### src/rtl/grant_decoder_pkg.sv
// Shared types, default parameters and the one-hot helper for grant_decoder.
// The optional watchdog is enabled by GRANT_DECODER_TIMEOUT_EN (see grant_decoder.sv).
package grant_decoder_pkg;

  localparam int DEF_NO_INPUTS      = 4;
  localparam int DEF_INDEX_WIDTH    = 2;
  localparam int DEF_TIMEOUT_CYCLES = 1024;

  // The one-hot helper works on a fixed 32-bit word, which caps the channel count.
  localparam int MAX_INPUTS = 32;

  typedef enum logic [1:0] {
    ST_IDLE    = 2'd0,
    ST_LOCKED  = 2'd1,
    ST_RELEASE = 2'd2
  } state_t;

  function automatic logic onehot_ok(input logic [MAX_INPUTS-1:0] v);
    return (v != '0) && ((v & (v - 32'd1)) == '0);
  endfunction

endpackage

### src/rtl/grant_decoder_onehot_decoder.sv
// Combinational grant classifier: binary index of the set bit plus one-hot and
// all-zero flags. The index is only meaningful when o_is_onehot is high.
module onehot_decoder
  import grant_decoder_pkg::*;
#(
  parameter int NO_INPUTS   = DEF_NO_INPUTS,
  parameter int INDEX_WIDTH = DEF_INDEX_WIDTH
) (
  input  logic [NO_INPUTS-1:0]   i_grant,
  output logic [INDEX_WIDTH-1:0] o_index,
  output logic                   o_is_onehot,
  output logic                   o_is_zero
);

  logic [MAX_INPUTS-1:0] w_grant_ext;

  assign w_grant_ext = MAX_INPUTS'(i_grant);
  assign o_is_onehot = onehot_ok(w_grant_ext);
  assign o_is_zero   = ~|i_grant;

  // OR of the positions of all set bits; exact for a one-hot input.
  always_comb begin
    o_index = '0;
    for (int i = 0; i < NO_INPUTS; i++) begin
      if (i_grant[i]) begin
        o_index = o_index | INDEX_WIDTH'(i);
      end
    end
  end

endmodule

### src/rtl/grant_decoder.sv
// Locks a one-hot arbiter grant into a registered select/index until done,
// then releases through one dead cycle. Define GRANT_DECODER_TIMEOUT_EN for the watchdog.
module grant_decoder
  import grant_decoder_pkg::*;
#(
  parameter int NO_INPUTS      = DEF_NO_INPUTS,
  parameter int INDEX_WIDTH    = DEF_INDEX_WIDTH,
  parameter int TIMEOUT_CYCLES = DEF_TIMEOUT_CYCLES
) (
  input  logic                   clk,
  input  logic                   reset_n,
  input  logic                   grant_valid,
  input  logic [NO_INPUTS-1:0]   grant,
  output logic                   grant_ready,
  input  logic                   done,
  output logic [NO_INPUTS-1:0]   select,
  output logic [INDEX_WIDTH-1:0] index,
  output logic                   busy,
  output logic                   error,
  output logic                   timeout,
  output state_t                 dbg_state
);

  // Handshake: a grant is taken on a rising edge where grant_valid && grant_ready;
  // grant_ready is high only in IDLE, and nothing presented outside IDLE is seen.

  state_t                 r_state;
  state_t                 w_next_state;
  logic [NO_INPUTS-1:0]   r_select;
  logic [INDEX_WIDTH-1:0] r_index;
  logic                   r_busy;
  logic                   r_error;
  logic [INDEX_WIDTH-1:0] w_index;
  logic                   w_is_onehot;
  logic                   w_is_zero;
  logic                   w_accept;
  logic                   w_error_nxt;
  logic                   w_expired;
  logic                   w_expire;
  logic                   w_unlock;

  if (NO_INPUTS < 2 || NO_INPUTS > MAX_INPUTS || INDEX_WIDTH != $clog2(NO_INPUTS) ||
      TIMEOUT_CYCLES < 2) begin : g_illegal_params
  end

  onehot_decoder #(
    .NO_INPUTS   (NO_INPUTS),
    .INDEX_WIDTH (INDEX_WIDTH)
  ) u_onehot_decoder (
    .i_grant     (grant),
    .o_index     (w_index),
    .o_is_onehot (w_is_onehot),
    .o_is_zero   (w_is_zero)
  );

  always_ff @(posedge clk or negedge reset_n) begin
    if (!reset_n) begin
      r_state <= ST_IDLE;
    end else begin
      r_state <= w_next_state;
    end
  end

  always_comb begin
    w_next_state = r_state;
    w_accept     = 1'b0;
    w_error_nxt  = 1'b0;
    w_expire     = 1'b0;
    case (r_state)
      ST_IDLE: begin
        if (grant_valid) begin
          if (w_is_onehot) begin
            w_accept     = 1'b1;
            w_next_state = ST_LOCKED;
          end else if (!w_is_zero) begin
            w_error_nxt = 1'b1;
          end
        end
      end
      ST_LOCKED: begin
        // done has priority over the watchdog when both land on the same edge.
        if (done) begin
          w_next_state = ST_RELEASE;
        end else if (w_expired) begin
          w_expire     = 1'b1;
          w_next_state = ST_RELEASE;
        end
      end
      ST_RELEASE: w_next_state = ST_IDLE;
      default:    w_next_state = ST_IDLE;
    endcase
  end

  assign w_unlock = (r_state == ST_LOCKED) && (w_next_state == ST_RELEASE);

  always_ff @(posedge clk or negedge reset_n) begin
    if (!reset_n) begin
      r_select <= '0;
      r_index  <= '0;
      r_busy   <= 1'b0;
      r_error  <= 1'b0;
    end else begin
      r_error <= w_error_nxt;
      if (w_accept) begin
        r_select <= grant;
        r_index  <= w_index;
        r_busy   <= 1'b1;
      end else if (w_unlock) begin
        r_select <= '0;
        r_busy   <= 1'b0;
      end
    end
  end

`ifdef GRANT_DECODER_TIMEOUT_EN
  localparam int CNT_W = (TIMEOUT_CYCLES > 2) ? $clog2(TIMEOUT_CYCLES) : 1;
  localparam logic [CNT_W-1:0] CNT_LAST = CNT_W'(TIMEOUT_CYCLES - 1);
  localparam logic [CNT_W-1:0] CNT_MAX  = '1;

  logic [CNT_W-1:0] r_count;
  logic             r_timeout;

  // Cycles spent in LOCKED since acceptance; saturates instead of wrapping.
  always_ff @(posedge clk or negedge reset_n) begin
    if (!reset_n) begin
      r_count <= '0;
    end else if (w_accept) begin
      r_count <= '0;
    end else if (r_state == ST_LOCKED && r_count != CNT_MAX) begin
      r_count <= r_count + 1'b1;
    end
  end

  always_ff @(posedge clk or negedge reset_n) begin
    if (!reset_n) begin
      r_timeout <= 1'b0;
    end else begin
      r_timeout <= w_expire;
    end
  end

  assign w_expired = (r_state == ST_LOCKED) && (r_count == CNT_LAST);
  assign timeout   = r_timeout;
`else
  assign w_expired = 1'b0;
  assign timeout   = 1'b0;
`endif

  assign grant_ready = (r_state == ST_IDLE);
  assign select      = r_select;
  assign index       = r_index;
  assign busy        = r_busy;
  assign error       = r_error;
  assign dbg_state   = r_state;

endmodule

### config.mk
export PLATFORM = sky130hd
export DESIGN_NAME = grant_decoder
export DESIGN_NICKNAME = d
export VERILOG_FILES = /design/src/rtl/grant_decoder_pkg.sv /design/src/rtl/grant_decoder_onehot_decoder.sv /design/src/rtl/grant_decoder.sv
export SDC_FILE = /design/constraint.sdc
export NUM_CORES = 1
export LEC_CHECK = 0
export ABC_AREA = 1
export CELL_PAD_IN_SITES_DETAIL_PLACEMENT = 0
export CELL_PAD_IN_SITES_GLOBAL_PLACEMENT = 1
export CORE_MARGIN = 2
export CORE_UTILIZATION = 31
export CTS_BUF_LIST = sky130_fd_sc_hd__clkbuf_4 sky130_fd_sc_hd__clkbuf_8 sky130_fd_sc_hd__clkbuf_16
export DETAILED_ROUTE_END_ITERATION = 10
export GPL_TIMING_DRIVEN = 0
export PLACE_DENSITY = 0.8
export SLEW_MARGIN = 30
export SYNTH_ARGS = -nofsm -noshare
export SYNTH_HDL_FRONTEND = slang
export SYNTH_SLANG_ARGS = --single-unit
### constraint.sdc
create_clock -name clk -period 1.87 [get_ports clk]
set_input_delay 0.2805 -clock clk [delete_from_list [all_inputs] [get_ports clk]]
set_output_delay 0.2805 -clock clk [all_outputs]
set_load 0.1 [all_outputs]
# --- Word level (Yosys, flattened, before mapping) ---
# Cells that the tools add are included.
classes:
  add_sub_neg: 1
  n_eq_ne: 2
  muxes: 18
  bitwise: 1
  n_reduce_logical: 7
ops:
  columns: ["operator", "count"]
  rows:
  - ["$and 4x32->32", 1]
  - ["$logic_not 32->1", 1]
  - ["$reduce_bool 32->1", 1]
  - ["$mux 1", 10]
  - ["$mux 2", 5]
  - ["$mux 4", 2]
  - ["$sub 4x1->5 const B", 1]
  - ["$pmux 2 s2", 1]
  - ["$reduce_or 4->1", 1]
  - ["$eq 2x1->1 const B", 1]
  - ["$eq 2x2->1 const B", 1]
  - ["$logic_and 1x1->1", 2]
  - ["$logic_not 2->1", 1]
  - ["$reduce_bool 2->1", 1]
totals:
  ff_bits: 10
  in_bits: 8
  word_cells: 34

# --- Depth between registers and ports, before layout ---
# Gate-level depths: netlist of run 1.
logic_depth:
  depth_word: 11
  depth_mapped: 6
  depth_no_buf: 6

# --- By module ---
# From an unflattened synthesis of run 1, not the netlist that was laid out.
hier_totals:
  cells_unflattened: 59
  area_unflattened_um2: 479.2
modules_own_cells:
  columns: ["module", "instances", "cells_each", "area_each_um2", "seq_area_each_um2"]
  rows:
  - ["grant_decoder", 1, 43, 415.4, 250.2]
  - ["onehot_decoder", 1, 16, 63.8, 0.0]

# --- Worst setup path after synthesis of run 1 ---
# No wires, ideal clock.
synth_timing:
  path_type: "register to output"
  startpoint: "reg r_state[0] (netlist: dbg_state[0])"
  endpoint: "out grant_ready"
  arrival_ns: 1.627
  t_required_ns: 1.590
  setup_slack_ns: -0.038
  path_stages_with_launch: 4
  n_path_buf: 0
  cell_sequence: "dfrtp_1 > inv_2 > nand2_2 > inv_1"
synth_via:
  elab_chain_cells: 1
synth_rtl:
  columns: ["element", "line_no", "text"]
  rows:
  - ["from (decl)", "grant_decoder.sv:27", "state_t r_state;"]
  - ["from (signal assigned)", "grant_decoder.sv:60", "r_state <= w_next_state;"]
  - ["$logic_not 2->1", "grant_decoder.sv:149", "assign grant_ready = (r_state == ST_IDLE);"]
  - ["to (decl)", "grant_decoder.sv:14", "output logic grant_ready,"]
# No other way between the ends.

# --- Worst setup path after layout of run 1 ---
layout_timing:
  startpoint: "reg r_state[1] (netlist: dbg_state[1])"
  endpoint: "out dbg_state[1]"
layout_lines:
  columns: ["element", "line_no", "text"]
  rows:
  - ["to (decl)", "grant_decoder.sv:21", "output state_t dbg_state"]
# No word-level cell between the ends.

==> out/results.ini, run 1 <==
[timing]
fin_skew_ns = 0.00858
grt_setup_unrepaired = no
setup_tns_ns = 0
fin_crit_ns = 1.78
finalMaxSlewViolations = 0
hold_violations = 0
fmax_ghz = 0.560
relSlewSlack_pct = 36.6
period_share_pct = 95.4
worstMarginPinSlew_ns = 0.955
setup_viol = 0

[power_and_ir_drop]
p_per_area_nw_per_um2 = 1520
power_leakage_uw = 0.000364
clkPwrFrac_pct = 17.7
pwr-share-seq_pct = 26.5
power_switching_uw = 609
ir_drop_v = 0.000567
p_sw_share_pct = 55.5
p_comb_share_pct = 55.8
internal_power_uw = 488

[clock_network]
cts_tree = yes
cts_buffers = 3
max-clock-path-buffers = 2
clock_latency_ns = 0.27
cts_sinks = 10
ctsHoldBuffers = 0
cts_root_buf = clkbuf_4
ctsHtreeMaxLevel = 1
path_clk_slew_ns = 0.07

[setup_path]
path_class = flop to output port
cp_cell_sequence = dlygate4sd2_1
slowest_delay_ns = 0.86
crit_arrival_ns = 1.50
end_kind = output port
reg2regPathDepth = 6
cp_data_required_time_ns = 1.59
r2r_end = select[1]
cp_num_buf_inv = 1
r2r_slack_ns = 0.71
critical_path.top_delay_family = buffers and inverters
cp_slowest_cell = dlygate4sd2_1
critical_path.max_fanout = 3
start_kind = flop
timing.rr.start = dbg_state[1]

[floorplan]
die_area_um2 = 1920
initial_utilization_pct = 32.9
die_y_um = 43.8
die_w_um = 43.8
rows = 14
io-pin-count = 20
core_area_um2 = 1490

[grt]
antenna_found_initial = 0
grt-ovfl-total = 0
grt_max_degree = 11
grt_pass1_vias = 375
grt_use_total_pct = 11.3
grt_pass1_wl_mm = 1.54

[status]
status = completed

[synth]
yosysWarnings = 0
synth_sequential_area_ratio_pct = 51.0
syn_inst = 50
ys_types = 17
syn_nets = 58
syn_avg_cell_area_um2 = 9.81
syn_area_um2 = 490
synth_seq_cells = 10

[finish]
nets = 81
syn2layout_area_growth_pct = 47.2
utilization_pct = 48.5
drive_gt1_share_pct = 27.8
stdcell_count = 88
diodes = 0

[placement]
gp_congestion = 0.685
dpl.cell_count = 84
dp.final_hpwl_um = 720
portBuffers = 18

[flow_run]
cap_viol_max_count = 0

[route]
drc = 0
dr.pass1.iters = 4
vias_per_cell = 4.59
dr_total_vias = 404
ant_nets = 0
wl_per_cell_um = 10.3
wirelength_um = 910
first_iter_violations = 3

[min_path]
hp-class = input pin to async pin

-- cells in the final DEF, fill, tap and decap left out, types with 2 or more instances in the layout --
cell type,instances
dfrtp_2,2
inv_2,2
nor2_4,2
o21ai_1,2
dfrtp_1,8
nand2_2,4
clkbuf_4,3
nand2_1,10
dlygate4sd2_1,10
nand3_1,5
clkdlybuf4s50_1,7
nand4_1,4
inv_1,2
-- power by group through the flow --
stage,registers [uW],logic (uW),clock network (uW)
finish,291,612,194
CTS,292,617,201
floorplan,673,126,0
global placement,298,650,0
detailed placement,298,654,0
global route,300,635,212
-- state kept, by name, summed over array words and instances (netlist names) --
signal and count:
select 4, error 1, dbg_state 2, index 2
busy 1
-- cells in the mapped netlist --
library cell / number / area (um^2)
buf_4: 1 / 7.51
conb_1: 1 / 3.75
dfrtp_1: 10 / 250
inv_1: 3 / 11.3
inv_2: 2 / 7.51
nand2_1: 10 / 37.5
nand2_2: 4 / 25.0
nand2_4: 1 / 11.3
nand3_1: 5 / 25.0
nand3_4: 1 / 17.5
nand4_1: 4 / 25.0
nor2_1: 1 / 3.75
nor2_4: 2 / 22.5
nor2_8: 1 / 20.0
nor3_1: 1 / 5.00
o21ai_1: 2 / 10.0
o31ai_1: 1 / 7.51
-- stage by stage --
stage / total power, uW / setup WS [ns] / hold WS (ns) / area (um^2)
floorplan: 799 / 0.233 / -0.0151 / 497
global placement: 948 / -0.196 / 0.463 / 697
detailed placement: 952 / -0.205 / 0.466 / 697
CTS: 1110 / 0.0708 / 0.339 / 722
global route: 1150 / 0.0283 / 0.356 / 722
finish: 1100 / 0.0859 / 0.327 / 722
-- area by class of cell --
class | instances | area (um^2)
Inverter | 5 | 22.5
Clock buffer | 4 | 36.3
Tap cell | 16 | 20.0
Fill cell | 152 | 767
Multi-Input combinational cell | 34 | 214
Buffer | 1 | 7.51
Timing Repair Buffer | 18 | 169
Sequential cell | 10 | 253
-- routing by layer --
metal | share of wire [%] | routed length, um | GRT usage (%)
met1 | 50 | 454 | 14.4
met2 | 42 | 380 | 15.3
met3 | 5.2 | 47 | 3.75
met4 | 3.0 | 27 | 9.09
met5 | 0 | 0 | 0
-- logic make-up (layout without fill, tap and decap cells) --
kind of cell           after synthesis  in the layout  synth area share (%)
other                                1              1                 0.765
DFF                                 10             10                  51.0
buffers and inverters                6             28                  5.36
and+or+nand+nor                     30             30                  39.3
AOI/OAI and AO/OA                    3              3                  3.57
-- worst max path at each step --
stage            startpoint      endpoint  slack [ns]  cells after the start
2_1_floorplan  dbg_state[0]   grant_ready        0.23                      3
6_report       dbg_state[1]  dbg_state[1]        0.09                      1
4_1_cts        dbg_state[0]   grant_ready        0.07                      4
5_1_grt        dbg_state[0]   grant_ready        0.03                      4
3_3_place_gp   dbg_state[0]   grant_ready       -0.20                      4
3_5_place_dp   dbg_state[0]   grant_ready       -0.21                      4
-- timing repair --
action | in CTS | in global routing
setup buffers | 0 | 0
gates resized for setup | 13 | 0
endpoints found under the setup margin | 11 | 0
Note: power is estimated with default switching activity, not from simulation.
==> run 2, diff against run 1 <==
Settings changed: CORE_MARGIN 2 to default.
==> out/results.ini, run 2 (synthesized netlist as in run 1, its figures left out) <==
[timing]
setup_tns_ns = 0
worstMarginPinSlew_ns = 0.959
fmax_ghz = 0.564
hold_violations = 0
relSlewSlack_pct = 36.3
finalMaxSlewViolations = 0
fin_crit_ns = 1.77
fin_skew_ns = 0.00156
grt_setup_unrepaired = no
period_share_pct = 94.8
setup_viol = 0
hold_ws_ns = 0.326
fin_ws_ns = 0.0967

[status]
status = completed

[finish]
syn2layout_area_growth_pct = 46.9
nets = 81
diodes = 0
layout_common_cells = nand2_1 (10), dlygate4sd2_1 (10), dfrtp_1 (8)
drive_gt1_share_pct = 27.8
largest_reg_flops = 4
final_area_um2 = 721

[floorplan]
die_w_um = 41.8
initial_utilization_pct = 35.5
core_area_um2 = 1380
io-pin-count = 20
die_area_um2 = 1750
rows = 13
die_y_um = 41.8

[route]
drc = 0
wl_per_cell_um = 9.83
vias_per_cell = 4.70
first_iter_violations = 4
dr_total_vias = 409
wirelength_um = 855
dr.pass1.iters = 4
ant_nets = 0

[clock_network]
cts_buffers = 3
cts.repair.resized = 13
cts_tree = yes
cts_sinks = 10
path_clk_slew_ns = 0.07
ctsHoldBuffers = 0
post_cts_buffers = 0
clock_latency_ns = 0.26
cts_root_buf = clkbuf_4
max-clock-path-buffers = 2
ctsHtreeMaxLevel = 1

[power_and_ir_drop]
internal_power_uw = 489
power_leakage_uw = 0.000364
pwr-share-seq_pct = 26.7
p_sw_share_pct = 55.4
p_per_area_nw_per_um2 = 1520
p_comb_share_pct = 55.8
power_switching_uw = 608
clkPwrFrac_pct = 17.5
total_power_uw = 1100
ir_drop_v = 0.000532

[setup_path]
reg2regPathDepth = 6
cp_data_required_time_ns = 1.59
crit_arrival_ns = 1.49
start_kind = flop
end_kind = output port
timing.rr.start = dbg_state[0]
critical_path.max_fanout = 3
r2r_slack_ns = 0.72
r2r_end = select[0]
path_class = flop to output port

[flow_run]
cap_viol_max_count = 0

[grt]
grt-ovfl-total = 0
grt_pass1_vias = 348
grt_pass1_wl_mm = 1.41
grt_use_total_pct = 10.8
antenna_found_initial = 0
grt_max_degree = 11

[min_path]
hp-class = input pin to async pin

[placement]
gp_congestion = 0.654
dpl-instance-area_um2 = 696
place_ws_ns = -0.209
portBuffers = 18

## run 2: cell counts in the layout (fill, tap and decap cells not counted)
Identical to the previous run, type by type.
## run 2: cell type report
type,instances,area [um^2]
tap,15,18.8
clock buffer,4,36.3
multi-input combinational,34,214
buffer,1,7.51
timing repair buffer,18,169
sequential,10,253
inverter,5,22.5
fill,142,662
## run 2: through the flow
step                      cells  util [%]
after floorplan              50         -
after global placement       83      50.3
after detailed placement     83      50.3
after CTS                    87      52.1
after global routing         87      52.1
final                        87      52.1
## run 2: worst max-delay path by stage
stage	endpoint	startpoint
after global routing	grant_ready	dbg_state[0]
after global placement	grant_ready	dbg_state[0]
final	grant_ready	dbg_state[0]
after detailed placement	grant_ready	dbg_state[0]
after floorplan	grant_ready	dbg_state[0]
after CTS	grant_ready	dbg_state[0]
## run 2: metal layers
layer / GRT usage (%) / vias up / routed length [um]
met5: 0 / - / 0
met4: 7.74 / 0 / 0
met3: 3.04 / 0 / 57
met2: 14.4 / 14 / 370
met1: 14.6 / 189 / 426
li1: - / 206 / -
## run 2: power groups by stage
| stage | logic [uW] | registers [uW] | clock network (uW) |
|---|---|---|---|
| floorplan | 126 | 673 | 0 |
| global placement | 649 | 298 | 0 |
| detailed placement | 652 | 300 | 0 |
| CTS | 615 | 293 | 198 |
| global route | 632 | 300 | 207 |
| finish | 611 | 292 | 192 |
## run 2: worst max-delay path, cell delays in order, from the launching register on
cell and delay [ns]:
dfrtp_2 0.42, inv_2 0.07, nand2_2 0.12, clkinvlp_4 0.09
clkdlybuf4s15_2 0.54
